[src/rtl/imem_port_arbiter_if.sv]
// rtl/imem_port_arbiter_if.sv - fetch/loader requester ports and memory port bundle for imem_port_arbiter
interface imem_port_arbiter_if #(
    parameter int ADDR_W = 32,
    parameter int DATA_W = 32,
    parameter int MEM_AW = 6
);
    logic              f_req;
    logic [ADDR_W-1:0] f_addr;
    logic              f_gnt;
    logic              f_rvalid;
    logic [DATA_W-1:0] f_rdata;
    logic              f_err;
    logic              cpu_stall;

    logic              l_req;
    logic              l_we;
    logic              l_lock;
    logic [ADDR_W-1:0] l_addr;
    logic [DATA_W-1:0] l_wdata;
    logic              l_gnt;
    logic              l_rvalid;
    logic [DATA_W-1:0] l_rdata;

    logic              m_en;
    logic              m_we;
    logic [MEM_AW-1:0] m_addr;
    logic [DATA_W-1:0] m_wdata;
    logic [DATA_W-1:0] m_rdata;

    modport slave (
        input  f_req, f_addr, l_req, l_we, l_lock, l_addr, l_wdata, m_rdata,
        output f_gnt, f_rvalid, f_rdata, f_err, cpu_stall,
        output l_gnt, l_rvalid, l_rdata, m_en, m_we, m_addr, m_wdata
    );

    modport master (
        output f_req, f_addr, l_req, l_we, l_lock, l_addr, l_wdata, m_rdata,
        input  f_gnt, f_rvalid, f_rdata, f_err, cpu_stall,
        input  l_gnt, l_rvalid, l_rdata, m_en, m_we, m_addr, m_wdata
    );
endinterface

[src/rtl/imem_port_arbiter.sv]
// rtl/imem_port_arbiter.sv - single-port instruction memory arbiter between CPU fetch and loader/debug port
// Optional CPU anti-starvation limit on loader bursts: define IMEM_ARB_FAIRNESS_EN.
module imem_port_arbiter #(
    parameter int ADDR_W    = 32,
    parameter int DATA_W    = 32,
    parameter int MEM_AW    = 6,
    parameter int MAX_BURST = 4
) (
    input  logic                  clk,
    input  logic                  rst_n,
    imem_port_arbiter_if.slave    bus
);
    localparam logic [0:0] ARB    = 1'b0;
    localparam logic [0:0] LOCKED = 1'b1;

    logic [0:0]        state;
    logic              arb_mode;
    logic              force_cpu;
    logic              f_gnt_c;
    logic              l_gnt_c;
    logic              pend_f;
    logic              pend_l;
    logic              err_q;
    logic [DATA_W-1:0] f_hold;
    logic [DATA_W-1:0] l_hold;

    // The cycle l_lock drops is already arbitrated normally, so the CPU can win it.
    assign arb_mode = (state == ARB) || !bus.l_lock;

`ifdef IMEM_ARB_FAIRNESS_EN
    localparam int CW = $clog2(MAX_BURST + 1);
    logic [CW-1:0] burst_cnt;

    assign force_cpu = (burst_cnt == CW'(MAX_BURST));

    always_ff @(posedge clk or negedge rst_n) begin
        if (!rst_n) begin
            burst_cnt <= '0;
        end else if (arb_mode) begin
            if (f_gnt_c || !bus.f_req)
                burst_cnt <= '0;
            else if (l_gnt_c)
                burst_cnt <= burst_cnt + CW'(1);
        end
    end
`else
    assign force_cpu = 1'b0;
`endif

    always_comb begin
        f_gnt_c = 1'b0;
        l_gnt_c = 1'b0;
        if (rst_n) begin
            if (arb_mode) begin
                if (bus.l_req && !(force_cpu && bus.f_req))
                    l_gnt_c = 1'b1;
                else if (bus.f_req)
                    f_gnt_c = 1'b1;
            end else begin
                l_gnt_c = bus.l_req;
            end
        end
    end

    assign bus.f_gnt   = f_gnt_c;
    assign bus.l_gnt   = l_gnt_c;
    assign bus.m_en    = f_gnt_c | l_gnt_c;
    assign bus.m_we    = l_gnt_c & bus.l_we;
    assign bus.m_addr  = l_gnt_c ? bus.l_addr[MEM_AW+1:2] :
                         f_gnt_c ? bus.f_addr[MEM_AW+1:2] : '0;
    assign bus.m_wdata = (l_gnt_c && bus.l_we) ? bus.l_wdata : '0;

    // High address bits wrap and loader byte offsets are don't-care.
    logic unused_addr_bits;
    assign unused_addr_bits = ^{bus.f_addr[ADDR_W-1:MEM_AW+2],
                                bus.l_addr[ADDR_W-1:MEM_AW+2], bus.l_addr[1:0]};

    always_ff @(posedge clk or negedge rst_n) begin
        if (!rst_n) begin
            state <= ARB;
        end else if (arb_mode) begin
            state <= (l_gnt_c && bus.l_lock) ? LOCKED : ARB;
        end
    end

    assign bus.cpu_stall = (state == LOCKED);

    always_ff @(posedge clk or negedge rst_n) begin
        if (!rst_n) begin
            pend_f <= 1'b0;
            pend_l <= 1'b0;
            err_q  <= 1'b0;
            f_hold <= '0;
            l_hold <= '0;
        end else begin
            pend_f <= f_gnt_c;
            pend_l <= l_gnt_c & ~bus.l_we;
            err_q  <= f_gnt_c & (bus.f_addr[1:0] != 2'b00);
            if (pend_f)
                f_hold <= bus.m_rdata;
            if (pend_l)
                l_hold <= bus.m_rdata;
        end
    end

    // Memory data is steered straight through in the response cycle, then held.
    assign bus.f_rvalid = pend_f;
    assign bus.f_err    = pend_f & err_q;
    assign bus.f_rdata  = pend_f ? bus.m_rdata : f_hold;
    assign bus.l_rvalid = pend_l;
    assign bus.l_rdata  = pend_l ? bus.m_rdata : l_hold;
endmodule

[src/flat_wrapper.sv]
// flat-port wrapper written by rule: the top's interface ports become plain ports
module imem_port_arbiter_flat 
#(
    parameter int ADDR_W    = 32,
    parameter int DATA_W    = 32,
    parameter int MEM_AW    = 6,
    parameter int MAX_BURST = 4
)
  (clk, rst_n, bus_f_req, bus_f_addr, bus_l_req, bus_l_we, bus_l_lock, bus_l_addr, bus_l_wdata, bus_m_rdata, bus_f_gnt, bus_f_rvalid, bus_f_rdata, bus_f_err, bus_cpu_stall, bus_l_gnt, bus_l_rvalid, bus_l_rdata, bus_m_en, bus_m_we, bus_m_addr, bus_m_wdata);
  imem_port_arbiter_if #(.ADDR_W(ADDR_W), .DATA_W(DATA_W), .MEM_AW(MEM_AW)) bus_i ();
  input  logic clk;
  input  logic rst_n;
  input wire logic [$bits(bus_i.f_req)-1:0] bus_f_req;
  input wire logic [$bits(bus_i.f_addr)-1:0] bus_f_addr;
  input wire logic [$bits(bus_i.l_req)-1:0] bus_l_req;
  input wire logic [$bits(bus_i.l_we)-1:0] bus_l_we;
  input wire logic [$bits(bus_i.l_lock)-1:0] bus_l_lock;
  input wire logic [$bits(bus_i.l_addr)-1:0] bus_l_addr;
  input wire logic [$bits(bus_i.l_wdata)-1:0] bus_l_wdata;
  input wire logic [$bits(bus_i.m_rdata)-1:0] bus_m_rdata;
  output wire logic [$bits(bus_i.f_gnt)-1:0] bus_f_gnt;
  output wire logic [$bits(bus_i.f_rvalid)-1:0] bus_f_rvalid;
  output wire logic [$bits(bus_i.f_rdata)-1:0] bus_f_rdata;
  output wire logic [$bits(bus_i.f_err)-1:0] bus_f_err;
  output wire logic [$bits(bus_i.cpu_stall)-1:0] bus_cpu_stall;
  output wire logic [$bits(bus_i.l_gnt)-1:0] bus_l_gnt;
  output wire logic [$bits(bus_i.l_rvalid)-1:0] bus_l_rvalid;
  output wire logic [$bits(bus_i.l_rdata)-1:0] bus_l_rdata;
  output wire logic [$bits(bus_i.m_en)-1:0] bus_m_en;
  output wire logic [$bits(bus_i.m_we)-1:0] bus_m_we;
  output wire logic [$bits(bus_i.m_addr)-1:0] bus_m_addr;
  output wire logic [$bits(bus_i.m_wdata)-1:0] bus_m_wdata;
  assign bus_i.f_req = bus_f_req;
  assign bus_i.f_addr = bus_f_addr;
  assign bus_i.l_req = bus_l_req;
  assign bus_i.l_we = bus_l_we;
  assign bus_i.l_lock = bus_l_lock;
  assign bus_i.l_addr = bus_l_addr;
  assign bus_i.l_wdata = bus_l_wdata;
  assign bus_i.m_rdata = bus_m_rdata;
  assign bus_f_gnt = bus_i.f_gnt;
  assign bus_f_rvalid = bus_i.f_rvalid;
  assign bus_f_rdata = bus_i.f_rdata;
  assign bus_f_err = bus_i.f_err;
  assign bus_cpu_stall = bus_i.cpu_stall;
  assign bus_l_gnt = bus_i.l_gnt;
  assign bus_l_rvalid = bus_i.l_rvalid;
  assign bus_l_rdata = bus_i.l_rdata;
  assign bus_m_en = bus_i.m_en;
  assign bus_m_we = bus_i.m_we;
  assign bus_m_addr = bus_i.m_addr;
  assign bus_m_wdata = bus_i.m_wdata;
  imem_port_arbiter #(.ADDR_W(ADDR_W), .DATA_W(DATA_W), .MEM_AW(MEM_AW), .MAX_BURST(MAX_BURST)) u_core (.clk(clk), .rst_n(rst_n), .bus(bus_i));
endmodule
[config.mk]
export PLATFORM = sky130hd
export DESIGN_NAME = imem_port_arbiter_flat
export DESIGN_NICKNAME = d
export VERILOG_FILES = /design/src/rtl/imem_port_arbiter_if.sv /design/src/rtl/imem_port_arbiter.sv /design/src/flat_wrapper.sv
export SDC_FILE = /design/constraint.sdc
export NUM_CORES = 1
export LEC_CHECK = 0
export CORE_ASPECT_RATIO = 1.25
export CORE_MARGIN = 4
export CORE_UTILIZATION = 33
export DETAILED_ROUTE_END_ITERATION = 10
export GPL_ROUTABILITY_DRIVEN = 0
export PLACE_DENSITY = 0.81
export SLEW_MARGIN = 20
export SYNTH_ARGS = -nofsm -noshare
export SYNTH_HDL_FRONTEND = slang
export SYNTH_SLANG_ARGS = --single-unit
[constraint.sdc]
create_clock -name clk -period 3.9 [get_ports clk]
set_clock_uncertainty 0.05 [all_clocks]
set_input_delay 0.975 -clock clk [delete_from_list [all_inputs] [get_ports clk]]
set_output_delay 0.975 -clock clk [all_outputs]
set_load 0.01 [all_outputs]
# Word level (Yosys, flattened, before mapping)
# Cells that the tools add are included.
[totals]
output_inout_bits = 110
register_bits = 68
elab_cells = 31
[classes]
n_bitwise = 7
n_reduce_logical = 5
n_mux = 13
[op_table]
columns = ["cell", "count"]
rows = [
  ["32-bit two-way mux", 3],
  ["6-bit two-way mux", 2],
  ["1-bit two-way mux", 8],
  ["1-bit AND", 4],
  ["1-bit logical AND", 2],
  ["1-bit inverter", 2],
  ["2-bit nonzero test", 1],
  ["1-bit logical NOT", 1],
  ["1-bit logical OR", 1],
  ["1-bit bitwise OR", 1],
]

# Longest topological paths before layout
[logic_depth]
word_depth = 6
ltp_mapped = 3
depth_no_buf = 2

# Worst setup path before layout
# No wires, ideal clock.
[synth_timing]
path_kind = "input -> output"
start = "input port rst_n"
end = "output port bus_m_addr[0]"
path_stages = 3
path_buffers = 1
required_ns = 2.875
setup_slack_ns = 1.364
t_arrival_ns = 1.511
path_cell_list = "nor2b_1 -> clkbuf_2 -> a32o_1"
[synth_via]
elab_chain_len = 3
word_cells_on_any_way = 4
cone_classes = "mux: 4"
[synth_lines]
columns = ["item", "line", "rtl"]
rows = [
  ["from (decl)", "flat_wrapper.sv:12", "input logic rst_n;"],
  ["1-bit two-way mux", "imem_port_arbiter.sv:53", "if (rst_n) begin"],
  ["6-bit two-way mux", "imem_port_arbiter.sv:70", "f_gnt_c ? bus.f_addr[MEM_AW+1:2] : '0;"],
  ["6-bit two-way mux (*)", "imem_port_arbiter.sv:69", "assign bus.m_addr = l_gnt_c ? bus.l_addr[MEM_AW+1:2] :"],
  ["to (decl)", "flat_wrapper.sv:31", "output wire logic [$bits(bus_i.m_addr)-1:0] bus_m_addr;"],
]
# Mark *: on every way between the ends. The rest lies on a longest branch, timed or not.

# Worst setup path in the final report
[layout_timing]
start = "input port bus_l_req"
end = "output port bus_m_wdata[29]"
[layout_via]
elab_chain_len = 5
[layout_lines]
columns = ["item", "line", "rtl"]
rows = [
  ["from (decl)", "flat_wrapper.sv:15", "input wire logic [$bits(bus_i.l_req)-1:0] bus_l_req;"],
  ["1-bit two-way mux", "imem_port_arbiter.sv:55", "if (bus.l_req && !(force_cpu && bus.f_req))"],
  ["1-bit two-way mux (*)", "imem_port_arbiter.sv:54", "if (arb_mode) begin"],
  ["1-bit two-way mux (*)", "imem_port_arbiter.sv:53", ""],
  ["1-bit logical AND (*)", "imem_port_arbiter.sv:71", "assign bus.m_wdata = (l_gnt_c && bus.l_we) ? bus.l_wdata : '0;"],
  ["32-bit two-way mux (*)", "imem_port_arbiter.sv:71", ""],
  ["to (decl)", "flat_wrapper.sv:32", "output wire logic [$bits(bus_i.m_wdata)-1:0] bus_m_wdata;"],
]
# Marked as above.

==> flow_summary.json <==
{
  "rows": 39,
  "synth_top_family_by_area": "multiplexers",
  "hold_end": "u_core.l_hold[20]",
  "fin_tns_setup_ns": 0,
  "synth_fa_ha_area_frac": 0,
  "cts_tree": "yes",
  "muxShareOfSynthArea": 0.300,
  "port_buffers": 193,
  "synth_cells": 193,
  "coreArea_mm2": 0.00922,
  "setup_viol": 0,
  "boundaryPins": 244,
  "crit_arrival_ns": 2.60,
  "diodes": 0,
  "holdBufCountCts": 0,
  "r2r_slack_ns": 2.35,
  "drive_gt1_frac": 0.226,
  "die_h_um": 117,
  "place_area_mm2": 0.00512,
  "hold_viol": 0,
  "synth_compound_area_frac": 0.0307,
  "yosysSeqAreaShare": 0.541,
  "cts_buffer_depth": 2,
  "vias": 2287,
  "ys_warn_count": 0,
  "grt_usage": 0.161,
  "placedCellCount": 500,
  "drc_errors": 0,
  "synth_area_mm2": 0.00314,
  "power_mw": 2.51,
  "drt_wl_total_mm": 8.80,
  "grt_pass1_wl_mm": 13.4,
  "clock_sinks": 68,
  "crit_type": "in -> out",
  "use_met2": 0.274,
  "drtIter0Drc": 52,
  "fill_cells": 734,
  "cts_resized": 0,
  "ys_types": 14,
  "fp.dieW_um": 95.3,
  "synth-seq-cells": 68,
  "grt-busiest-layer": "met2",
  "yosys.area_share.simple": 0.0772,
  "max_freq_mhz": 276,
  "vias_per_cell": 4.43,
  "synth_nets": 327,
  "min_period_ns": 3.63,
  "route.detailed.wl_per_inst_um": 17.0,
  "overflow": 0,
  "worstReg2RegEnd": "u_core.l_hold[31]",
  "start_util": 0.341,
  "grt_start_max_net_pins": 69,
  "synth_xor_area_frac": 0,
  "clk-insertion-delay-late_ns": 0.32,
  "final_cells": 516,
  "dr.pass1.iters": 4,
  "crit_fanout": 33,
  "fin_area_mm2": 0.00545,
  "rsz0062_at_grt": "no",
  "worstHoldPathType": "reg -> reg",
  "cts_buffers": 9,
  "reg2reg_depth": 2,
  "cts-root-buf": "clkbuf_16",
  "holdCritStartpoint": "u_core.l_hold[20]",
  "status": "completed",
  "max_slew.worst_pin.slew_ns": 0.841,
  "period_share": 0.930,
  "met1_usage": 0.165,
  "grt_use_met3": 0.0985,
  "reg2reg_from": "u_core.bus.l_rvalid",
  "antenna_found_initial": 0,
  "relSlewSlack": 0.439,
  "p_per_area_mw_per_mm2": 461,
  "avgSynthCellArea_um2": 16.3,
  "whs_path_depth": 1,
  "slew_viol_final": 0,
  "cp.required_ns": 2.87,
  "grt_pass1_vias": 2554,
  "seqCellArea_mm2": 0.00170,
  "cts_setup_buffers": 0,
  "ant_nets": 0,
  "ir_worst_vdd_mv": 0.264,
  "cp-end-kind": "output port",
  "htreeDepth": 3,
  "leakagePower_nw": 2.30,
  "hpwl_mm": 6.72,
  "multi_input_area_mm2": 0.00128,
  "final_nets": 522,
  "crit_path_start_kind": "input pin",
  "syn_to_final_growth_pct": 73.2,
  "path_clk_slew_ns": 0.05,
  "finish.utilization": 0.590,
  "dieArea_mm2": 0.0112,
  "drv_cap": 0
}
==> registers in the layout, summed over array words and instances, names as in the netlist <==
register and cells:
u_core.bus.l_rvalid 1, u_core.bus.cpu_stall 1, u_core.f_hold 32, u_core.bus.f_rvalid 1
u_core.l_hold 32, u_core.err_q 1
==> how the worst max path moves through the flow <==
stage                         start              end  slack (ns)  cells past startpoint
after global placement    bus_l_req  bus_m_wdata[29]        0.29                      4
after detailed placement  bus_l_req  bus_m_wdata[29]        0.27                      4
final                     bus_l_req  bus_m_wdata[29]        0.27                      4
after global routing      bus_l_req  bus_m_wdata[29]        0.15                      4
after CTS                 bus_l_req  bus_m_wdata[29]        0.26                      4
after floorplan               rst_n    bus_m_addr[0]        1.36                      3
==> layout make-up <==
cell class	instances	share of cell area
clock inverter	7	0.0182
multi-input combinational	112	0.235
clock buffer	9	0.0414
tap	123	0.0283
sequential	68	0.313
timing repair buffer	197	0.364
==> routing by layer <==
| layer | routed length, um | share of wire |
|---|---|---|
| met5 | 0 | 0 |
| met4 | 108 | 0.012 |
| met3 | 1120 | 0.13 |
| met2 | 4480 | 0.51 |
| met1 | 3090 | 0.35 |
==> layout by cell type, fill, tap and decap left out <==
master           count
dfrtp_2              2
and3_4               1
clkinvlp_4           1
clkinv_4             1
dfrtp_1             66
clkbuf_16            9
clkdlybuf4s50_1    192
clkinv_2             1
o211a_1              1
nor2b_1              2
mux2_4              59
buf_2                1
o21a_1               2
buf_4                2
a21boi_2             1
bufinv_16            2
inv_6                2
buf_12               2
and2_1              35
mux2_2               5
a32o_1               6
==> Yosys cell counts <==
| cell | instances | area share |
|---|---|---|
| buf_6 | 8 | 0.029 |
| o21a_1 | 2 | 0.0048 |
| and2_1 | 35 | 0.070 |
| nor2b_1 | 2 | 0.0040 |
| buf_2 | 1 | 0.0016 |
| o211a_1 | 1 | 0.0032 |
| dfrtp_1 | 68 | 0.54 |
| a21boi_2 | 1 | 0.0036 |
| buf_12 | 3 | 0.019 |
| mux2_4 | 59 | 0.28 |
| a32o_1 | 6 | 0.019 |
| clkbuf_2 | 1 | 0.0016 |
| and3_4 | 1 | 0.0036 |
| mux2_2 | 5 | 0.018 |
==> where the power goes <==
group          switching, mW  total [mW]  internal (mW)
combinational          0.265       0.766          0.501
sequential            0.0458       0.883          0.838
clock                  0.299       0.862          0.563
total                  0.609        2.51           1.90
==> critical path: stages <==
cell,delay (ns)
clkdlybuf4s50_1,0.52
and3_4,0.36
and2_1,0.17
clkdlybuf4s50_1,0.58
==> through the flow <==
stage | setup slack [ns] | hold slack (ns)
detailed placement | 0.269 | 0.427
global route | 0.152 | 0.445
global placement | 0.290 | 0.425
CTS | 0.255 | 0.442
floorplan | 1.36 | 0.443
finish | 0.274 | 0.439
==> kinds of logic (layout without fill, tap and decap cells) <==
group / count (synthesis) / after routing
flops: 68 / 68
mux: 64 / 64
simple gates: 38 / 38
buf+inv: 13 / 213
compound gates: 10 / 10
Power figures use the tool's default switching activity.
